File: config.mk
export PLATFORM = sky130hd
export DESIGN_NAME = seven_seg_scan
export DESIGN_NICKNAME = d
export VERILOG_FILES = /design/src/rtl/seven_seg_scan.sv
export SDC_FILE = /design/constraint.sdc
export NUM_CORES = 1
export LEC_CHECK = 0
export ABC_AREA = 1
export BUFFER_PORTS_ARGS = -buffer_cell sky130_fd_sc_hd__buf_2
export CAP_MARGIN = 30
export CORE_ASPECT_RATIO = 0.5
export CORE_MARGIN = 1
export CORE_UTILIZATION = 45
export CTS_BUF_LIST = sky130_fd_sc_hd__clkbuf_8
export DETAILED_ROUTE_END_ITERATION = 10
export PLACE_DENSITY = 0.65
export SLEW_MARGIN = 10
export SYNTH_ARGS = -nofsm -noshare
export SYNTH_HDL_FRONTEND = slang
export SYNTH_SLANG_ARGS = --single-unit
export TNS_END_PERCENT = 50
File: constraint.sdc
create_clock -name clock_100Mhz -period 2.8 [get_ports clock_100Mhz]
set_clock_uncertainty 0.2 [all_clocks]
set_input_delay 0.42 -clock clock_100Mhz [delete_from_list [all_inputs] [get_ports clock_100Mhz]]
set_output_delay 0.42 -clock clock_100Mhz [all_outputs]
set_load 0.1 [all_outputs]
File: src/rtl/seven_seg_scan.sv
// Four-digit multiplexed seven-segment driver with frame-aligned double buffering.
// Optional leading-zero blanking is enabled by defining SEVSEG_LZ_BLANK_EN.
module seven_seg_scan #(
    parameter int unsigned REFRESH_DIV = 100000
) (
    input  logic        clock_100Mhz,
    input  logic        reset,
    input  logic [15:0] digits_in,
    input  logic [3:0]  dp_in,
    input  logic        load,
    output logic [3:0]  an,
    output logic [6:0]  seg,
    output logic        dp,
    output logic        frame_tick
);

    localparam int unsigned PRESC_W = (REFRESH_DIV > 2) ? $clog2(REFRESH_DIV) : 1;
    localparam logic [PRESC_W-1:0] PRESC_MAX = PRESC_W'(REFRESH_DIV - 1);

    logic [PRESC_W-1:0] presc_q, presc_d;
    logic [1:0]         idx_q, idx_d;
    logic [15:0]        pend_dig_q, pend_dig_d;
    logic [3:0]         pend_dp_q, pend_dp_d;
    logic [15:0]        disp_dig_q, disp_dig_d;
    logic [3:0]         disp_dp_q, disp_dp_d;
    logic               boundary_q, boundary_d;
    logic [3:0]         an_q, an_d;
    logic [6:0]         seg_q, seg_d;
    logic               dp_q, dp_d;
    logic               frame_tick_q, frame_tick_d;

    logic               step;
    logic [3:0]         cur_nib;
    logic               blank_cur;

    function automatic logic [6:0] seg_decode(input logic [3:0] nib);
        case (nib)
            4'd0:    seg_decode = 7'b1000000;
            4'd1:    seg_decode = 7'b1111001;
            4'd2:    seg_decode = 7'b0100100;
            4'd3:    seg_decode = 7'b0110000;
            4'd4:    seg_decode = 7'b0011001;
            4'd5:    seg_decode = 7'b0010010;
            4'd6:    seg_decode = 7'b0000010;
            4'd7:    seg_decode = 7'b1111000;
            4'd8:    seg_decode = 7'b0000000;
            4'd9:    seg_decode = 7'b0010000;
            default: seg_decode = 7'b0111111;
        endcase
    endfunction

    // NOTE: every variable gets a default at the top of the block so no latch is inferred.
    always_comb begin
        step         = (presc_q == PRESC_MAX);
        presc_d      = step ? '0 : presc_q + PRESC_W'(1);
        idx_d        = step ? idx_q + 2'd1 : idx_q;
        boundary_d   = step && (idx_q == 2'd3);

        pend_dig_d   = pend_dig_q;
        pend_dp_d    = pend_dp_q;
        disp_dig_d   = disp_dig_q;
        disp_dp_d    = disp_dp_q;

        if (load) begin
            pend_dig_d = digits_in;
            pend_dp_d  = dp_in;
        end

        // A load landing on the boundary bypasses pending so it is not a frame late.
        if (boundary_d) begin
            disp_dig_d = load ? digits_in : pend_dig_q;
            disp_dp_d  = load ? dp_in     : pend_dp_q;
        end
    end

    always_comb begin
        cur_nib   = disp_dig_q[{idx_q, 2'b00} +: 4];
        blank_cur = 1'b0;
`ifdef SEVSEG_LZ_BLANK_EN
        case (idx_q)
            2'd3:    blank_cur = (disp_dig_q[15:12] == 4'd0);
            2'd2:    blank_cur = (disp_dig_q[15:8]  == 8'd0);
            2'd1:    blank_cur = (disp_dig_q[15:4]  == 12'd0);
            default: blank_cur = 1'b0;
        endcase
`else
        blank_cur = 1'b0;
`endif
        an_d         = ~(4'b0001 << idx_q);
        seg_d        = blank_cur ? 7'b1111111 : seg_decode(cur_nib);
        dp_d         = ~disp_dp_q[idx_q];
        frame_tick_d = boundary_q;
    end

    // NOTE: sequential state uses non-blocking assignments so all registers update together.
    // NOTE: the buffers are ordinary flops, so reset clears them and any pending value is lost.
    always_ff @(posedge clock_100Mhz or negedge reset) begin
        if (!reset) begin
            presc_q      <= '0;
            idx_q        <= 2'd0;
            pend_dig_q   <= 16'h0000;
            pend_dp_q    <= 4'b0000;
            disp_dig_q   <= 16'h0000;
            disp_dp_q    <= 4'b0000;
            boundary_q   <= 1'b0;
            an_q         <= 4'b1111;
            seg_q        <= 7'b1111111;
            dp_q         <= 1'b1;
            frame_tick_q <= 1'b0;
        end else begin
            presc_q      <= presc_d;
            idx_q        <= idx_d;
            pend_dig_q   <= pend_dig_d;
            pend_dp_q    <= pend_dp_d;
            disp_dig_q   <= disp_dig_d;
            disp_dp_q    <= disp_dp_d;
            boundary_q   <= boundary_d;
            an_q         <= an_d;
            seg_q        <= seg_d;
            dp_q         <= dp_d;
            frame_tick_q <= frame_tick_d;
        end
    end

    assign an         = an_q;
    assign seg        = seg_q;
    assign dp         = dp_q;
    assign frame_tick = frame_tick_q;

endmodule

## Word level (Yosys, flattened, before mapping)

Memories as Yosys holds them, arrays and structs flattened. A register that Yosys moved wholly into a read port is not among the register bits.
Cells that the tools add are included.

| operators by class | value |
|---|---|
| shift operators | 2 |
| reductions and logical operators | 2 |
| bitwise gates (word level) | 2 |
| multiplexer cells | 5 |
| magnitude comparators | 1 |
| add/subtract/negate cells | 2 |
| equal/unequal tests | 2 |

Operators with widths:

| kind | count |
|---|---|
| 17-bit by 1-bit adder with 17-bit output (second input constant) | 1 |
| 17-bit == test (second input constant) | 1 |
| 17-bit 2-to-1 mux | 1 |
| 16-bit 2-to-1 mux | 1 |
| 16-bit by 5-bit variable part select with 4-bit output | 1 |
| 4-bit 2-to-1 mux | 1 |
| 4-bit inverter | 1 |
| 1-bit by 2-bit << shifter with 4-bit output (first input constant) | 1 |
| 2-bit by 3-bit < comparator with 1-bit output (second input constant) | 1 |
| 2-bit by 1-bit adder with 2-bit output (second input constant) | 1 |
| 1-bit binary-select mux with 2-bit select | 1 |
| 2-bit == test (second input constant) | 1 |
| 1-bit logical AND | 1 |
| 1-bit zero test | 1 |
| 1-bit 2-to-1 mux | 1 |
| 1-bit inverter | 1 |

| word-level totals | value |
|---|---|
| memories | 1 |
| register bits | 66 |
| logic and storage cells | 27 |
| output and inout port bits | 13 |
| ROM bits | 112 |
| input bits | 23 |

Memories:

| memory | depth | bits a word | read ports | clocked after memory_dff | wr ports | RTL line | RTL |
|---|---|---|---|---|---|---|---|
| (name not given) | 16 | 7 | 1 | 1 | 0 | 37 | `case (nib)` |

## Longest topological paths before layout

Gate-level depths: netlist of run 1.

| depth | value |
|---|---|
| word-level depth | 3 |
| depth in mapped cells | 11 |
| depth with buffers taken out | 10 |

## Worst setup path after synthesis of run 1

OpenSTA, ideal clock, no wires.

| timing path | value |
|---|---|
| path kind | register to register |
| from | register idx_q[0] |
| to | register seg_q[3], in the netlist seg[3] |
| setup time | 0.072 ns |
| cell stages (with the launch flop) | 10 |
| data arrival time | 1.351 ns |
| data required time | 2.528 ns |
| clock period less this slack | 1.623 ns |
| buffers on the path | 1 |
| slack | 1.177 ns |
| cell sequence | dfrtp_1 > inv_2 > buf_6 > nand2_1 > nand3_1 > nand2_1 > ha_1 > inv_1 > nor2_1 > o21ai_1 |

| between the ends | value |
|---|---|
| longest elaborated chain between the ends | 1 |

Ends and longest elaborated chain:

| what | RTL line | RTL |
|---|---|---|
| from (decl) | 21 | `logic [1:0] idx_q, idx_d;` |
| from (signal assigned) | 112 | `idx_q <= idx_d;` |
| 16-bit by 5-bit variable part select with 4-bit output | 77 | `cur_nib = disp_dig_q[{idx_q, 2'b00} +: 4];` |
| to (decl) | 28 | `logic [6:0] seg_q, seg_d;` |

Every way passes these cells.
A chain may end at the register's enable or synchronous reset.

## Worst setup path in the final report of run 1

| timing path | value |
|---|---|
| from | register idx_q[0] |
| to | register seg_q[4], in the netlist seg[4] |

Same word-level chain as after synthesis.

==> metrics, run 1 <==
reg2reg path depth 9; TritonCTS Buffers 9; max-cap violation count 0; # nets final 485; Root Driver clkbuf_8; total placed cells including tap cells 547; Hold Buf Count CTS 1; worst rel slew slack 0.617; GPL Wtd Cong 0.868; Pwr Density 539 nW/um^2; worst setup path endpoint seg[4]; Placed Instance Area 3810 um^2; first-pass GRT wire length 11800 um; Clock transition at path regs 0.08 ns; Rows 22; vias per cell 4.68; diodes inserted 0; Max Clk Rate 491 MHz; Hold Crit Class in2reg; CP arrival 2.13 ns; share of cells above drive strength 1 0.206; # setup viols final 0; critical path startpoint idx_q[0]; TritonCTS clock tree built; final WL 6460 um; Routed wire per std cell 11.5 um; DRT Pass-1 Iters 4; Startpoint Class flip-flop; VDD IR max 206 uV; Antenna Nets Post-Route 0; RSZ-0062 raised after global routing no; DRC Markers 0; post-synthesis register bit count 73; post-synthesis net count 451; vias post-DR 2641; Post-synth top flop dfrtp_1; Longest Clk Path Bufs 2; Post-CTS Resized 0; die height 65.2 um; EDFF count, synth 0; flop2flop setup slack 0.76 ns; Cells after Synth 417; Starting DRT DRC Count 186; setup_tns 0 ns; Final Hold Violating Endpoints 0; Slew @ Worst Pin 0.575 ns; Worst EP required 2.90 ns; clk sinks 73; crit path cell chain inv_2 > nand2_1 > nand3_1 > nand2_1 > inv_1 > ha_1 > nand3_1 > nand3_1 > nand2_1; CP Capture Type flip-flop; Async S/R FF share, synth 1.00; Total GRT Usage 0.185; starting density of the core 0.477; H-tree lvl count 3; sequential share of the synthesized area 0.512; chip width 128 um; dpl ws 0.790 ns; worst-path maximum fanout 14; design area 4070 um^2; fin. max-slew vios 0; Die ar. 8380 um^2; R2R Path Start idx_q[0]; vias in the first global route 2634; HP Start digits_in[1]; num ports 36; Mean Syn Cell Area 8.63 um^2; fin crit share 0.727; Final WS setup 0.763 ns; Core Box Area 7540 um^2; total gr overflow 0; Synth cell types 30; largest net degree at the start of global routing 74; reg2reg end seg[4]; worst setup path category reg2reg; Post-Syn Area 3600 um^2; CP max stage delay 0.61 ns; Layout Area Growth over Synthesis 13.3%; IO buf count 35; dpl hpwl 4440 um; antenna violations before repair 0; Leak Pwr 0.00212 uW; run status completed; minimum clock period 2.04 ns; Post-CTS Setup Repair Bufs 0; Critical Path Slowest Stage Cell dfrtp_1; Ys Warns 0; non-filler cells, final 564; latest clock arrival within the worst-skew pair 0.36 ns
==> worst max-delay path: cells and delay by family, from the launching register on <==
kind / cells / cell delay [ns]
adders and majority gates: 1 / 0.23
and+or+nand+nor: 6 / 0.61
DFF: 1 / 0.61
buffers and inverters: 2 / 0.34
==> Yosys cell counts, types with 2 or more instances <==
library cell / instances / area share
inv_1: 48 / 0.050
clkbuf_1: 2 / 0.0021
nand3_2: 2 / 0.0056
dfrtp_1: 61 / 0.42
o21ai_0: 21 / 0.029
nand2_4: 3 / 0.0094
o21ai_1: 6 / 0.0083
buf_8: 2 / 0.0083
buf_4: 3 / 0.0063
nand4_1: 24 / 0.042
nor2_2: 4 / 0.0070
a21oi_1: 2 / 0.0028
buf_2: 4 / 0.0056
inv_2: 10 / 0.010
nor2_1: 32 / 0.033
xor2_1: 7 / 0.017
buf_6: 4 / 0.013
nor2_8: 3 / 0.017
nand2_2: 4 / 0.0070
ha_1: 11 / 0.038
nor3_1: 2 / 0.0028
nand3_1: 15 / 0.021
dfstp_2: 12 / 0.088
nand2_1: 129 / 0.13
==> state kept, by name, summed over array words and instances, names as in the netlist <==
signal,count
presc_q,17
disp_dig_q,16
pend_dig_q,16
seg,7
an,4
disp_dp_q,4
pend_dp_q,4
idx_q,2
boundary_q,1
dp,1
frame_tick,1
==> per-stage QoR <==
stage,hold slack [ns],utilization,power (uW)
after global routing,0.119,0.540,2280
after floorplan,-0.0756,-,1140
final,0.109,0.540,2190
after detailed placement,0.139,0.505,1190
after global placement,0.133,0.505,1190
after CTS,0.101,0.540,2220
==> metal layers <==
layer	routed length (um)	GRT usage	vias to the layer above	share of wire
li1	-	-	1371	-
met1	3270	0.238	1222	0.51
met2	2830	0.291	37	0.44
met3	256	0.0562	11	0.040
met4	108	0.0824	0	0.017
met5	0	0	-	0
==> layout make-up <==
cell class	count	area, um^2
Sequential cell	73	1840
Fill cell	693	3470
Timing Repair Buffer	38	213
Clock buffer	11	151
Clock inverter	5	103
Tap cell	108	135
Multi-Input combinational cell	269	1400
Inverter	60	229
==> worst min-delay path by stage <==
stage,to,cells after the start,slack (ns)
after global routing,pend_dig_q[5],3,0.12
after detailed placement,frame_tick,0,0.14
after floorplan,boundary_q,0,-0.08
final,pend_dig_q[1],3,0.11
after CTS,pend_dig_q[1],3,0.10
after global placement,frame_tick,0,0.13
==> where the power goes <==
| part | leakage [uW] | total (uW) | internal (uW) | switching (uW) |
|---|---|---|---|---|
| Sequential | 0.000822 | 1090 | 1080 | 6.60 |
| Clock | 0.000131 | 1030 | 639 | 391 |
| Combinational | 0.00116 | 78.5 | 26.1 | 52.4 |
| Total | 0.00212 | 2190 | 1750 | 450 |
==> logic make-up (layout without fill, tap and decap cells) <==
logic type / after synthesis / count (layout) / share of synthesized area
buffers and inverters: 75 / 114 / 0.0984
AO/OA/AOI/OAI: 30 / 30 / 0.0431
multiplexers: 1 / 1 / 0.00383
XOR/XNOR: 8 / 8 / 0.0195
AND/OR/NAND/NOR: 219 / 219 / 0.285
adder cells (fa/ha/maj): 11 / 11 / 0.0383
flip-flops: 73 / 73 / 0.512
==> placed cells by master (no fill, tap or decap) <==
cell / count
nor2_8: 3
dfstp_2: 12
buf_12: 1
o21ai_1: 6
nand4_1: 24
nand2_2: 4
inv_4: 1
nor2_2: 4
o21ai_0: 21
nand2_1: 129
nand4_4: 1
xnor2_1: 1
inv_2: 10
nand2_4: 3
xor2_1: 7
inv_1: 49
dfrtp_1: 61
clkinv_4: 1
dlygate4sd3_1: 1
clkbuf_8: 11
a32o_1: 1
nor2_1: 32
buf_4: 1
nor3_1: 2
a21oi_1: 2
mux2i_2: 1
bufinv_16: 3
ha_1: 11
nand3_1: 15
buf_2: 35
clkinv_2: 1
nand3_2: 2
No activity file was read; power rests on OpenSTA's default activity.
==> inputs of run 2 (changes only) <==
--- a/config.mk
+++ b/config.mk
@@ -5,7 +5,7 @@
 export SDC_FILE = /design/constraint.sdc
 export NUM_CORES = 1
 export LEC_CHECK = 0
-export ABC_AREA = 1
+export ABC_AREA = 0
 export BUFFER_PORTS_ARGS = -buffer_cell sky130_fd_sc_hd__buf_2
 export CAP_MARGIN = 30
 export CORE_ASPECT_RATIO = 0.5
@@ -13,7 +13,7 @@
 export CORE_UTILIZATION = 45
 export CTS_BUF_LIST = sky130_fd_sc_hd__clkbuf_8
 export DETAILED_ROUTE_END_ITERATION = 10
-export PLACE_DENSITY = 0.65
+export PLACE_DENSITY = 0.67
 export SLEW_MARGIN = 10
 export SYNTH_ARGS = -nofsm -noshare
 export SYNTH_HDL_FRONTEND = slang
==> constraint.sdc (replaced) <==
create_clock -name clock_100Mhz -period 1.8 [get_ports clock_100Mhz]
set_clock_uncertainty 0.2 [all_clocks]
set_input_delay 0.27 -clock clock_100Mhz [delete_from_list [all_inputs] [get_ports clock_100Mhz]]
set_output_delay 0.27 -clock clock_100Mhz [all_outputs]
set_load 0.1 [all_outputs]
==> run 2 against run 1 <==
- global-route usage fell by 1.5 points
- largest cell class unchanged
- critical path type unchanged
- the run now ends with negative setup slack left
- core utilization increased by 7.6 points
- sequential power grew 56%
- hold slack better by 0.044 ns
==> metrics, run 2 <==
Final Hold Violating Endpoints 0 (unchanged); main combinational cell family by area after synthesis multiplexers (was simple AND/OR/NAND/NOR gates); Synth Area in Adders 0.0436 (was 0.0383); compound-gate portion of the synthesized area 0.0234 (was 0.0431); num ports 36 (unchanged); vias per cell 4.87 (was 4.68); flop2flop setup slack -0.19 ns (was 0.76 ns); chip width 120 um (was 128 um); Antenna Nets Post-Route 0 (unchanged); VDD IR max 373 uV (was 206 uV); post-synthesis net count 265 (was 451); Slew @ Worst Pin 0.461 ns (was 0.575 ns); Largest Register presc_q (unchanged); Mean Syn Cell Area 13.7 um^2 (was 8.63 um^2); R2R Path Start presc_q[0] (was idx_q[0]); design area 4140 um^2 (was 4070 um^2); Largest regs presc_q (17), disp_dig_q (16), pend_dig_q (16) (unchanged); dpl hpwl 3890 um (was 4440 um); Die ar. 7380 um^2 (was 8380 um^2); dpl ws -0.191 ns (was 0.790 ns); DRC Markers 0 (unchanged); Total GRT Usage 0.170 (was 0.185); Ys Warns 0 (unchanged); post-synthesis register bit count 73 (unchanged); TritonCTS Buffers 9 (unchanged); Starting DRT DRC Count 52 (was 186); Synth cell types 38 (was 30); # nets final 358 (was 485); Post-Syn Area 3160 um^2 (was 3600 um^2); Startpoint Class flip-flop (unchanged); Hold Crit Class reg2reg (was in2reg); run status finished, violations left (was completed); Layout Area Growth over Synthesis 31.2% (was 13.3%); busiest grt layer met2 (unchanged); Core Box Area 6730 um^2 (was 7540 um^2); sequential share of the synthesized area 0.583 (was 0.512); leading cell type in the layout, fill and taps excluded dfrtp_1 (was nand2_1); XOR/XNOR share of the synthesized area 0.0444 (was 0.0195); top-area cell type share of the netlist area 0.483 (was 0.424); Root Driver clkbuf_8 (unchanged); Placed Instance Area 3690 um^2 (was 3810 um^2); Leak Pwr 0.00196 uW (was 0.00212 uW); largest net degree at the start of global routing 74 (unchanged); largest cells by area after synthesis dfrtp_1 (48%), dfstp_2 (10%), mux2_1 (7.5%) (was dfrtp_1 (42%), nand2_1 (13%), dfstp_2 (8.8%)); share of cells above drive strength 1 0.398 (was 0.206); Routed wire per std cell 13.1 um (was 11.5 um); starting density of the core 0.469 (was 0.477); fin. max-slew vios 0 (unchanged); EDFF count, synth 0 (unchanged); diodes inserted 0 (unchanged); Final WS setup -0.187 ns (was 0.763 ns); simple-gate portion of the synthesized area 0.0907 (was 0.285); commonest cells after routing, fill and taps aside dfrtp_1 (61), buf_2 (33), buf_4 (30) (was nand2_1 (129), dfrtp_1 (61), inv_1 (49)); total gr overflow 0 (unchanged); max-cap violation count 0 (unchanged); worst rel slew slack 0.689 (was 0.617); reg2reg path depth 6 (was 9); final WL 5520 um (was 6460 um); mux contribution to synthesized area 0.184 (was 0.00383); most common cell in the netlist dfrtp_1 (was nand2_1); Cells after Synth 231 (was 417); TritonCTS clock tree built (unchanged); list of most frequent post-synthesis cells dfrtp_1 (61), mux2_1 (21), mux2_2 (20) (was nand2_1 (129), dfrtp_1 (61), inv_1 (48)); Clock transition at path regs 0.08 ns (about the same); RSZ-0062 raised after global routing yes (was no); CP arrival 2.03 ns (was 2.13 ns); vias in the first global route 2001 (was 2634); CP Capture Type flip-flop (unchanged); Max Clk Rate 503 MHz (was 491 MHz); Longest Clk Path Bufs 2 (unchanged); # setup viols final 34 (was 0); max reg flops 17 (unchanged); die height 61.2 um (was 65.2 um); met2 usage 0.295 (was 0.291); DRT Pass-1 Iters 4 (unchanged); worst-path maximum fanout 20 (was 14); IO buf count 35 (unchanged); clk sinks 73 (unchanged); Post-synth top flop dfrtp_1 (unchanged); worst setup path category reg2reg (unchanged); fin crit share 1.10 (was 0.727); met3 Use GR 0.0694 (was 0.0562); HP Start boundary_q (was digits_in[1]); Async S/R FF share, synth 1.00 (unchanged); Synth area leader dfrtp_1 (unchanged); H-tree lvl count 3 (unchanged); worst hold endpoint frame_tick (was pend_dig_q[1]); Rows 21 (was 22); antenna violations before repair 0 (unchanged); Filler cells 542 (was 693); reg2reg end disp_dig_q[10] (was seg[4]); latest clock arrival within the worst-skew pair 0.35 ns (was 0.36 ns); Pwr Density 753 nW/um^2 (was 539 nW/um^2); first-pass GRT wire length 9000 um (was 11800 um); failing checks negative setup slack; Hold Path Stages 0 (was 3); GPL Wtd Cong 0.799 (was 0.868); vias post-DR 2051 (was 2641); Worst EP required 1.84 ns (was 2.90 ns); met1 usage 0.194 (was 0.238); minimum clock period 1.99 ns (was 2.04 ns)
[run 2: changes by cell type after synthesis, moves of 4 or more]
cell	change
nor4_1	+4
o21ai_0	-21
nor2_2	-4
mux2_2	+20
inv_1	-37
nand2_2	-4
xnor2_1	+9
nand4_1	-19
mux2_1	+21
inv_2	-10
nand2_1	-121
nand3_1	-10
nor2_1	-16
[run 2: worst max-delay path by stage]
stage / start / endpoint / slack (ns) / cells past startpoint
floorplan: presc_q[0] / disp_dig_q[0] / -0.15 / 6
global placement: idx_q[0] / seg[3] / -0.18 / 5
detailed placement: idx_q[0] / seg[3] / -0.19 / 5
CTS: presc_q[0] / disp_dig_q[10] / -0.20 / 6
global route: presc_q[0] / disp_dig_q[4] / -0.28 / 6
finish: presc_q[0] / disp_dig_q[10] / -0.19 / 6
[run 2: per-stage QoR]
stage / util / hold WS, ns / setup TNS [ns] / total power (uW) / instances
after floorplan: - / -0.226 / -3.50 / 1780 / 231
after global placement: 0.548 / 0.119 / -4.15 / 1860 / 383
after detailed placement: 0.548 / 0.129 / -5.33 / 1870 / 383
after CTS: 0.613 / 0.156 / -4.86 / 3180 / 421
after global routing: 0.616 / 0.170 / -8.16 / 3270 / 421
final: 0.616 / 0.153 / -4.31 / 3120 / 421
[run 2: final cells by class]
cell class	count	area, um^2	share of cell area
flip-flops and latches	73	1840	0.445
multi-input cells	138	1260	0.303
repair buffers	90	687	0.166
clock buffers	10	138	0.0332
well taps	92	115	0.0278
clock inverters	6	60.1	0.0145
inverters	12	45.0	0.0109
[run 2: cells by family after synthesis]
family | Yosys count
DFF | 73
and+or+nand+nor | 54
muxes | 46
buffers and inverters | 20
xor gates and xnor gates | 16
AOI/OAI and AO/OA | 11
adders and majority gates | 11
[run 2: power by group]
part | total [uW] | switching [uW] | internal (uW)
Combinational | 170 | 73.4 | 96.2
Clock | 1250 | 583 | 669
Sequential | 1700 | 10.7 | 1690
[run 2: layer usage]
metal  wire [um]  share of wire  up-vias
met5           0              0        -
met4          85          0.015        0
met3         187          0.034        8
met2        2810           0.51       27
met1        2440           0.44     1026
li1            -              -      990
[run 2: repair_timing]
item,in CTS,in global routing
cloned,0,0
buffers inserted,1,0
endpoints found under the setup margin,39,41
pin swaps,2,2
resized for setup,7,6
hold buffers,21,0
endpoints found under the hold margin,81,0
[run 2: worst max-delay path: stages (launching register included)]
cell	delay [ns]
dfrtp_1	0.36
ha_2	0.18
and3_4	0.17
nand4_1	0.11
and4bb_1	0.33
buf_12	0.18
mux2_1	0.34
